## src/rtl/csr_access_unit_if.sv

```systemverilog
// Bundles the request, response and CSR-file signals of the CSR access unit.
// "master" is the execute stage plus CSR file; "slave" is the access unit itself.
interface csr_access_unit_if #(
  parameter int unsigned XLEN = 32
);
  logic            req_valid;
  logic            req_ready;
  logic [2:0]      req_funct3;
  logic [11:0]     req_address;
  logic [4:0]      req_rs1_field;
  logic [XLEN-1:0] req_rs1_value;
  logic            resp_valid;
  logic            resp_ready;
  logic [XLEN-1:0] resp_rd_value;
  logic            resp_illegal;
  logic [11:0]     csr_address;
  logic [XLEN-1:0] csr_read_value;
  logic [XLEN-1:0] csr_write_value;
  logic            csr_write_enable;

  modport master (
    output req_valid, req_funct3, req_address, req_rs1_field, req_rs1_value,
    input  req_ready,
    input  resp_valid, resp_rd_value, resp_illegal,
    output resp_ready,
    input  csr_address, csr_write_value, csr_write_enable,
    output csr_read_value
  );

  modport slave (
    input  req_valid, req_funct3, req_address, req_rs1_field, req_rs1_value,
    output req_ready,
    output resp_valid, resp_rd_value, resp_illegal,
    input  resp_ready,
    output csr_address, csr_write_value, csr_write_enable,
    input  csr_read_value
  );
endinterface

```

## src/rtl/csr_access_unit.sv

```systemverilog
// Machine-mode Zicsr initiator: sequences read, modify and write against a CSR file
// with combinational read and posedge write, returning the old value or an illegal flag.
module csr_access_unit #(
  parameter int unsigned XLEN              = 32,
  parameter bit          ENFORCE_READ_ONLY = 1'b1
) (
  input logic               clock,
  input logic               reset_n,
  csr_access_unit_if.slave  bus
);

  localparam logic [1:0] StIdle    = 2'd0;
  localparam logic [1:0] StRead    = 2'd1;
  localparam logic [1:0] StWrite   = 2'd2;
  localparam logic [1:0] StRespond = 2'd3;

  logic [1:0]      state_q;
  logic [2:0]      funct3_q;
  logic [4:0]      rs1_field_q;
  logic [XLEN-1:0] rs1_value_q;
  logic [11:0]     csr_address_q;
  logic [XLEN-1:0] write_value_q;
  logic [XLEN-1:0] rd_value_q;
  logic            illegal_q;

  logic [XLEN-1:0] operand;
  logic [XLEN-1:0] new_value;
  logic            write_intent;
  logic            illegal;

  always_comb begin
    operand = funct3_q[2] ? {{(XLEN-5){1'b0}}, rs1_field_q} : rs1_value_q;

    new_value = operand;
    case (funct3_q[1:0])
      2'b10:   new_value = bus.csr_read_value | operand;
      2'b11:   new_value = bus.csr_read_value & ~operand;
      default: new_value = operand;
    endcase

    // Set/clear with x0 or a zero uimm must not write, so read-only CSRs stay readable.
    write_intent = (funct3_q[1:0] == 2'b01) || (rs1_field_q != 5'd0);
    illegal      = (funct3_q[1:0] == 2'b00) ||
                   (ENFORCE_READ_ONLY && write_intent && (csr_address_q[11:10] == 2'b11));
  end

  always_ff @(posedge clock) begin
    if (!reset_n) begin
      state_q       <= StIdle;
      funct3_q      <= 3'd0;
      rs1_field_q   <= 5'd0;
      rs1_value_q   <= '0;
      csr_address_q <= 12'd0;
      write_value_q <= '0;
      rd_value_q    <= '0;
      illegal_q     <= 1'b0;
    end else begin
      case (state_q)
        StIdle: begin
          if (bus.req_valid) begin
            funct3_q      <= bus.req_funct3;
            rs1_field_q   <= bus.req_rs1_field;
            rs1_value_q   <= bus.req_rs1_value;
            csr_address_q <= bus.req_address;
            state_q       <= StRead;
          end
        end
        StRead: begin
          write_value_q <= new_value;
          if (illegal) begin
            rd_value_q <= '0;
            illegal_q  <= 1'b1;
            state_q    <= StRespond;
          end else begin
            rd_value_q <= bus.csr_read_value;
            state_q    <= write_intent ? StWrite : StRespond;
          end
        end
        StWrite: begin
          state_q <= StRespond;
        end
        StRespond: begin
          if (bus.resp_ready) begin
            illegal_q <= 1'b0;
            state_q   <= StIdle;
          end
        end
        default: begin
          state_q <= StIdle;
        end
      endcase
    end
  end

  assign bus.req_ready        = (state_q == StIdle);
  assign bus.resp_valid       = (state_q == StRespond);
  assign bus.resp_rd_value    = rd_value_q;
  assign bus.resp_illegal     = illegal_q;
  assign bus.csr_address      = csr_address_q;
  assign bus.csr_write_value  = write_value_q;
  assign bus.csr_write_enable = (state_q == StWrite);

endmodule

```

## src/flat_wrapper.sv

```systemverilog
// flat-port wrapper written by rule: the top's interface ports become plain ports
module csr_access_unit_flat 
#(
  parameter int unsigned XLEN              = 32,
  parameter bit          ENFORCE_READ_ONLY = 1'b1
)
  (clock, reset_n, bus_req_valid, bus_req_funct3, bus_req_address, bus_req_rs1_field, bus_req_rs1_value, bus_req_ready, bus_resp_valid, bus_resp_rd_value, bus_resp_illegal, bus_resp_ready, bus_csr_address, bus_csr_write_value, bus_csr_write_enable, bus_csr_read_value);
  csr_access_unit_if #(.XLEN(XLEN)) bus_i ();
  input logic clock;
  input logic reset_n;
  input wire logic [$bits(bus_i.req_valid)-1:0] bus_req_valid;
  input wire logic [$bits(bus_i.req_funct3)-1:0] bus_req_funct3;
  input wire logic [$bits(bus_i.req_address)-1:0] bus_req_address;
  input wire logic [$bits(bus_i.req_rs1_field)-1:0] bus_req_rs1_field;
  input wire logic [$bits(bus_i.req_rs1_value)-1:0] bus_req_rs1_value;
  output wire logic [$bits(bus_i.req_ready)-1:0] bus_req_ready;
  output wire logic [$bits(bus_i.resp_valid)-1:0] bus_resp_valid;
  output wire logic [$bits(bus_i.resp_rd_value)-1:0] bus_resp_rd_value;
  output wire logic [$bits(bus_i.resp_illegal)-1:0] bus_resp_illegal;
  input wire logic [$bits(bus_i.resp_ready)-1:0] bus_resp_ready;
  output wire logic [$bits(bus_i.csr_address)-1:0] bus_csr_address;
  output wire logic [$bits(bus_i.csr_write_value)-1:0] bus_csr_write_value;
  output wire logic [$bits(bus_i.csr_write_enable)-1:0] bus_csr_write_enable;
  input wire logic [$bits(bus_i.csr_read_value)-1:0] bus_csr_read_value;
  assign bus_i.req_valid = bus_req_valid;
  assign bus_i.req_funct3 = bus_req_funct3;
  assign bus_i.req_address = bus_req_address;
  assign bus_i.req_rs1_field = bus_req_rs1_field;
  assign bus_i.req_rs1_value = bus_req_rs1_value;
  assign bus_req_ready = bus_i.req_ready;
  assign bus_resp_valid = bus_i.resp_valid;
  assign bus_resp_rd_value = bus_i.resp_rd_value;
  assign bus_resp_illegal = bus_i.resp_illegal;
  assign bus_i.resp_ready = bus_resp_ready;
  assign bus_csr_address = bus_i.csr_address;
  assign bus_csr_write_value = bus_i.csr_write_value;
  assign bus_csr_write_enable = bus_i.csr_write_enable;
  assign bus_i.csr_read_value = bus_csr_read_value;
  csr_access_unit #(.XLEN(XLEN), .ENFORCE_READ_ONLY(ENFORCE_READ_ONLY)) u_core (.clock(clock), .reset_n(reset_n), .bus(bus_i));
endmodule
```

## config.mk

```make
export PLATFORM = sky130hd
export DESIGN_NAME = csr_access_unit_flat
export DESIGN_NICKNAME = d
export VERILOG_FILES = /design/src/rtl/csr_access_unit_if.sv /design/src/rtl/csr_access_unit.sv /design/src/flat_wrapper.sv
export SDC_FILE = /design/constraint.sdc
export NUM_CORES = 1
export LEC_CHECK = 0
export BUFFER_PORTS_ARGS = -buffer_cell sky130_fd_sc_hd__buf_2
export CAP_MARGIN = 40
export CELL_PAD_IN_SITES_DETAIL_PLACEMENT = 1
export CELL_PAD_IN_SITES_GLOBAL_PLACEMENT = 1
export CORE_UTILIZATION = 25
export DETAILED_ROUTE_END_ITERATION = 6
export HOLD_SLACK_MARGIN = 0.03
export PLACE_DENSITY_LB_ADDON = 0.1
export SYNTH_ARGS = -nofsm -noshare
export SYNTH_HDL_FRONTEND = slang
export SYNTH_SLANG_ARGS = --single-unit
```

## constraint.sdc

```tcl
create_clock -name clock -period 1.59 [get_ports clock]
set_input_delay 0.0795 -clock clock [delete_from_list [all_inputs] [get_ports clock]]
set_output_delay 0.0795 -clock clock [all_outputs]
set_load 0.05 [all_outputs]
```

==> results.sh <==
export IMPL_synthCells=521
export IMPL_cts_tree="built"
export IMPL_start_util_pct=25.9
export IMPL_pin_count=168
export IMPL_drv_cap=0
export IMPL_grt_pass1_wl_mm=27.1
export IMPL_post_drt_wl_per_cell_um=16.7
export IMPL_crit_type="reg -> reg"
export IMPL_multiInputGateArea_mm2=0.00219
export IMPL_clkLatencyLatePin_ns=0.42
export IMPL_reg2reg_depth=5
export IMPL_ant_nets=0
export IMPL_drive_gt1_share_pct=30.4
export IMPL_use_met3_pct=4.04
export IMPL_power_density_mw_per_mm2=1740
export IMPL_cts_max_level=4
export IMPL_port_buffers=167
export IMPL_grt_util_all_layers_pct=17.6
export IMPL_dieArea_mm2=0.0202
export IMPL_fill_cells=2163
export IMPL_dp_hpwl_mm=11.8
export IMPL_grt_pass1_vias=4992
export IMPL_grt_start_max_net_pins=46
export IMPL_yosys_warnings=0
export IMPL_power_internal_mw=7.74
export IMPL_combinationalPowerShare_pct=40.9
export IMPL_die_h_um=142
export IMPL_syn_to_final_growth_pct=54.3
export IMPL_drt_pass1_iterations=4
export IMPL_seq_area_frac_synth_pct=48.6
export IMPL_cts_root_buf="clkbuf_16"
export IMPL_total_power_mw=13.2
export IMPL_outcome="complete, but fails checks"
export IMPL_top_usage_layer="met2"
export IMPL_via_count=4783
export IMPL_syn_area_mm2=0.00490
export IMPL_drt_initial_drc_count=172
export IMPL_rows=50
export IMPL_synthArstFlopShare_pct=0
export IMPL_min_period_ns=1.83
export IMPL_cts_max_path_buffers=2
export IMPL_syn_nets=613
export IMPL_stdcell_area_mm2=0.00757
export IMPL_fmax_mhz=546
export IMPL_cts_sinks=119
export IMPL_synth_cell_types=30
export IMPL_hold_viol=0
export IMPL_hp_class="in -> reg"
export IMPL_via_per_inst=4.60
export IMPL_slew_viol_final=0
export IMPL_die_w_um=142
export IMPL_fin_hold_ws_ns=0.0743
export IMPL_clock_power_share_pct=28.3
export IMPL_seqPwrFrac_pct=30.9
export IMPL_post_dp_cell_area_mm2=0.00615
export IMPL_crit_fanout=22
export IMPL_worstPathArrival_ns=2.19
export IMPL_whs_path_depth=3
export IMPL_utilization_pct=39.9
export IMPL_met2_usage_pct=29.3
export IMPL_tritoncts_num_buffers=17
export IMPL_p_leak_nw=3.41
export IMPL_gr_usage_met1_pct=22.2
export IMPL_slew_headroom_pct=73.0
export IMPL_regArea_mm2=0.00238
export IMPL_synth_seq_cells=119
export IMPL_antenna_found_initial=0
export IMPL_synth_top_cell_by_area="dfxtp_1"
export IMPL_synth_top_cell_area_share_pct=48.6
export IMPL_cp_required_ns=1.95
export IMPL_synth_edf_count=0
export IMPL_setup_violations=33
export IMPL_ir_worst_vdd_mv=0.729
export IMPL_min_period_over_period_pct=115
export IMPL_fin_ws_ns=-0.241
export IMPL_yosysMostFrequentCell="dfxtp_1"
export IMPL_swShare_pct=41.2
export IMPL_clock_skew_ns=0.00810
export IMPL_failed_checks="setup timing"
export IMPL_instances_no_fill=1039
export IMPL_synthTopCellsByArea="dfxtp_1, nand2_1, a21boi_0, o211a_1, a22o_1"
export IMPL_critPathLaunchType="flop"
export IMPL_synthTopCellsByCount="dfxtp_1, nand2_1, a21boi_0"
export IMPL_finalNetCount=858
export IMPL_rsz0062_at_grt="true"
export IMPL_worst_pin_slew_ns=0.406
export IMPL_diodes=0
export IMPL_remaining_drc_errors=0
export IMPL_synth_main_ff_cell="dfxtp_1"
export IMPL_wl_mm=17.3
export IMPL_finalWeightedCongestion=0.764
export IMPL_gr_total_overflow=0
export IMPL_place_ws_ns=-0.228
export IMPL_path_clk_slew_ns=0.06
export IMPL_postCtsSetupRepairBufs=0
export IMPL_synth_area_per_cell_um2=9.41
export IMPL_end_kind="flop"
export IMPL_switching_power_mw=5.42
export IMPL_finalSetupTns_ns=-6.99
export IMPL_core_mm2=0.0190
export IMPL_place_inst=923
==> critical path, cell delays in order, from the launching register on <==
cell and delay, ns:
dfxtp_2 0.32, or4_4 0.56, o311ai_4 0.24, and4_4 0.29, buf_12 0.17, a22o_1 0.16
==> path summary, 6_finish.rpt <==
| check | from | slack (ns) | end |
|---|---|---|---|
| worst max register to register | u_core.rs1_field_q[4]$_SDFFE_PN0P_ | -0.24 | u_core.bus.resp_rd_value[30]$_SDFFE_PN0P_ |
| worst min-delay path | bus_resp_ready | 0.07 | u_core.bus.resp_illegal$_SDFFE_PN0P_ |
| worst min register to register | u_core.rs1_value_q[25]$_SDFFE_PN0P_ | 0.46 | u_core.rs1_value_q[25]$_SDFFE_PN0P_ |
| worst max-delay path | u_core.rs1_field_q[4]$_SDFFE_PN0P_ | -0.24 | u_core.bus.resp_rd_value[30]$_SDFFE_PN0P_ |
==> registers in the layout (all words and copies together), names as in the netlist <==
signal / flops
u_core.bus.resp_rd_value: 32
u_core.funct3_q: 3
u_core.bus.csr_address: 12
u_core.bus.resp_illegal: 1
u_core.rs1_field_q: 5
u_core.state_q: 2
u_core.bus.csr_write_value: 32
u_core.rs1_value_q: 32
==> cell type report <==
type                    instances  share of cell area (%)
clock buffers                  23                    6.58
clock inverters                 9                   0.959
inverters                      30                    1.49
multi-input cells             323                    28.9
flip-flops and latches        119                    31.5
well taps                     260                    4.30
repair buffers                275                    26.3
==> metal layers <==
layer / vias to the layer above / share of wire (%)
li1: 2344 / -
met1: 2307 / 46
met2: 108 / 48
met3: 24 / 3.9
met4: 0 / 1.9
met5: - / 0
==> cells in the final DEF, fill, tap and decap left out, drive strengths merged <==
cell         count
o211a           26
and2             2
ha               4
a31oi            5
nand2          108
nor3             1
a211oi           2
dlygate4sd3     84
or2              1
o22a             1
a22o            32
bufinv           1
nand2b           1
nor2b            4
dfxtp          119
o311ai          27
a21boi          53
o211ai          27
buf            191
clkbuf          23
and4             1
mux2i            8
or4              1
o21ai            6
inv             30
nor2             5
and2b            1
clkinvlp         1
clkinv           7
a21oi            7
==> power groups by stage <==
stage          Sequential, mW  Clock, mW  Combinational [mW]
2_1_floorplan            5.56          0                2.10
3_3_place_gp             4.11          0                5.16
3_5_place_dp             4.12          0                5.24
4_1_cts                  4.07       3.82                5.43
5_1_grt                  4.15       3.93                5.80
6_report                 4.06       3.72                5.38
==> cell families after synthesis <==
logic type / count (synthesis) / synth area share [%]
AOI/OAI and AO/OA: 186 / 31.0
adders and majority gates: 4 / 1.02
buffers and inverters: 79 / 7.40
DFF: 119 / 48.6
muxes: 8 / 1.63
and+or+nand+nor: 125 / 10.4
==> repair_timing <==
item / in CTS / in global routing
hold endpoints to repair: 88 / 0
resized for setup: 2 / 11
hold buffers: 84 / 0
pin swaps: 0 / 2
endpoints found under the setup margin: 33 / 43
Power figures use the tool's default switching activity.
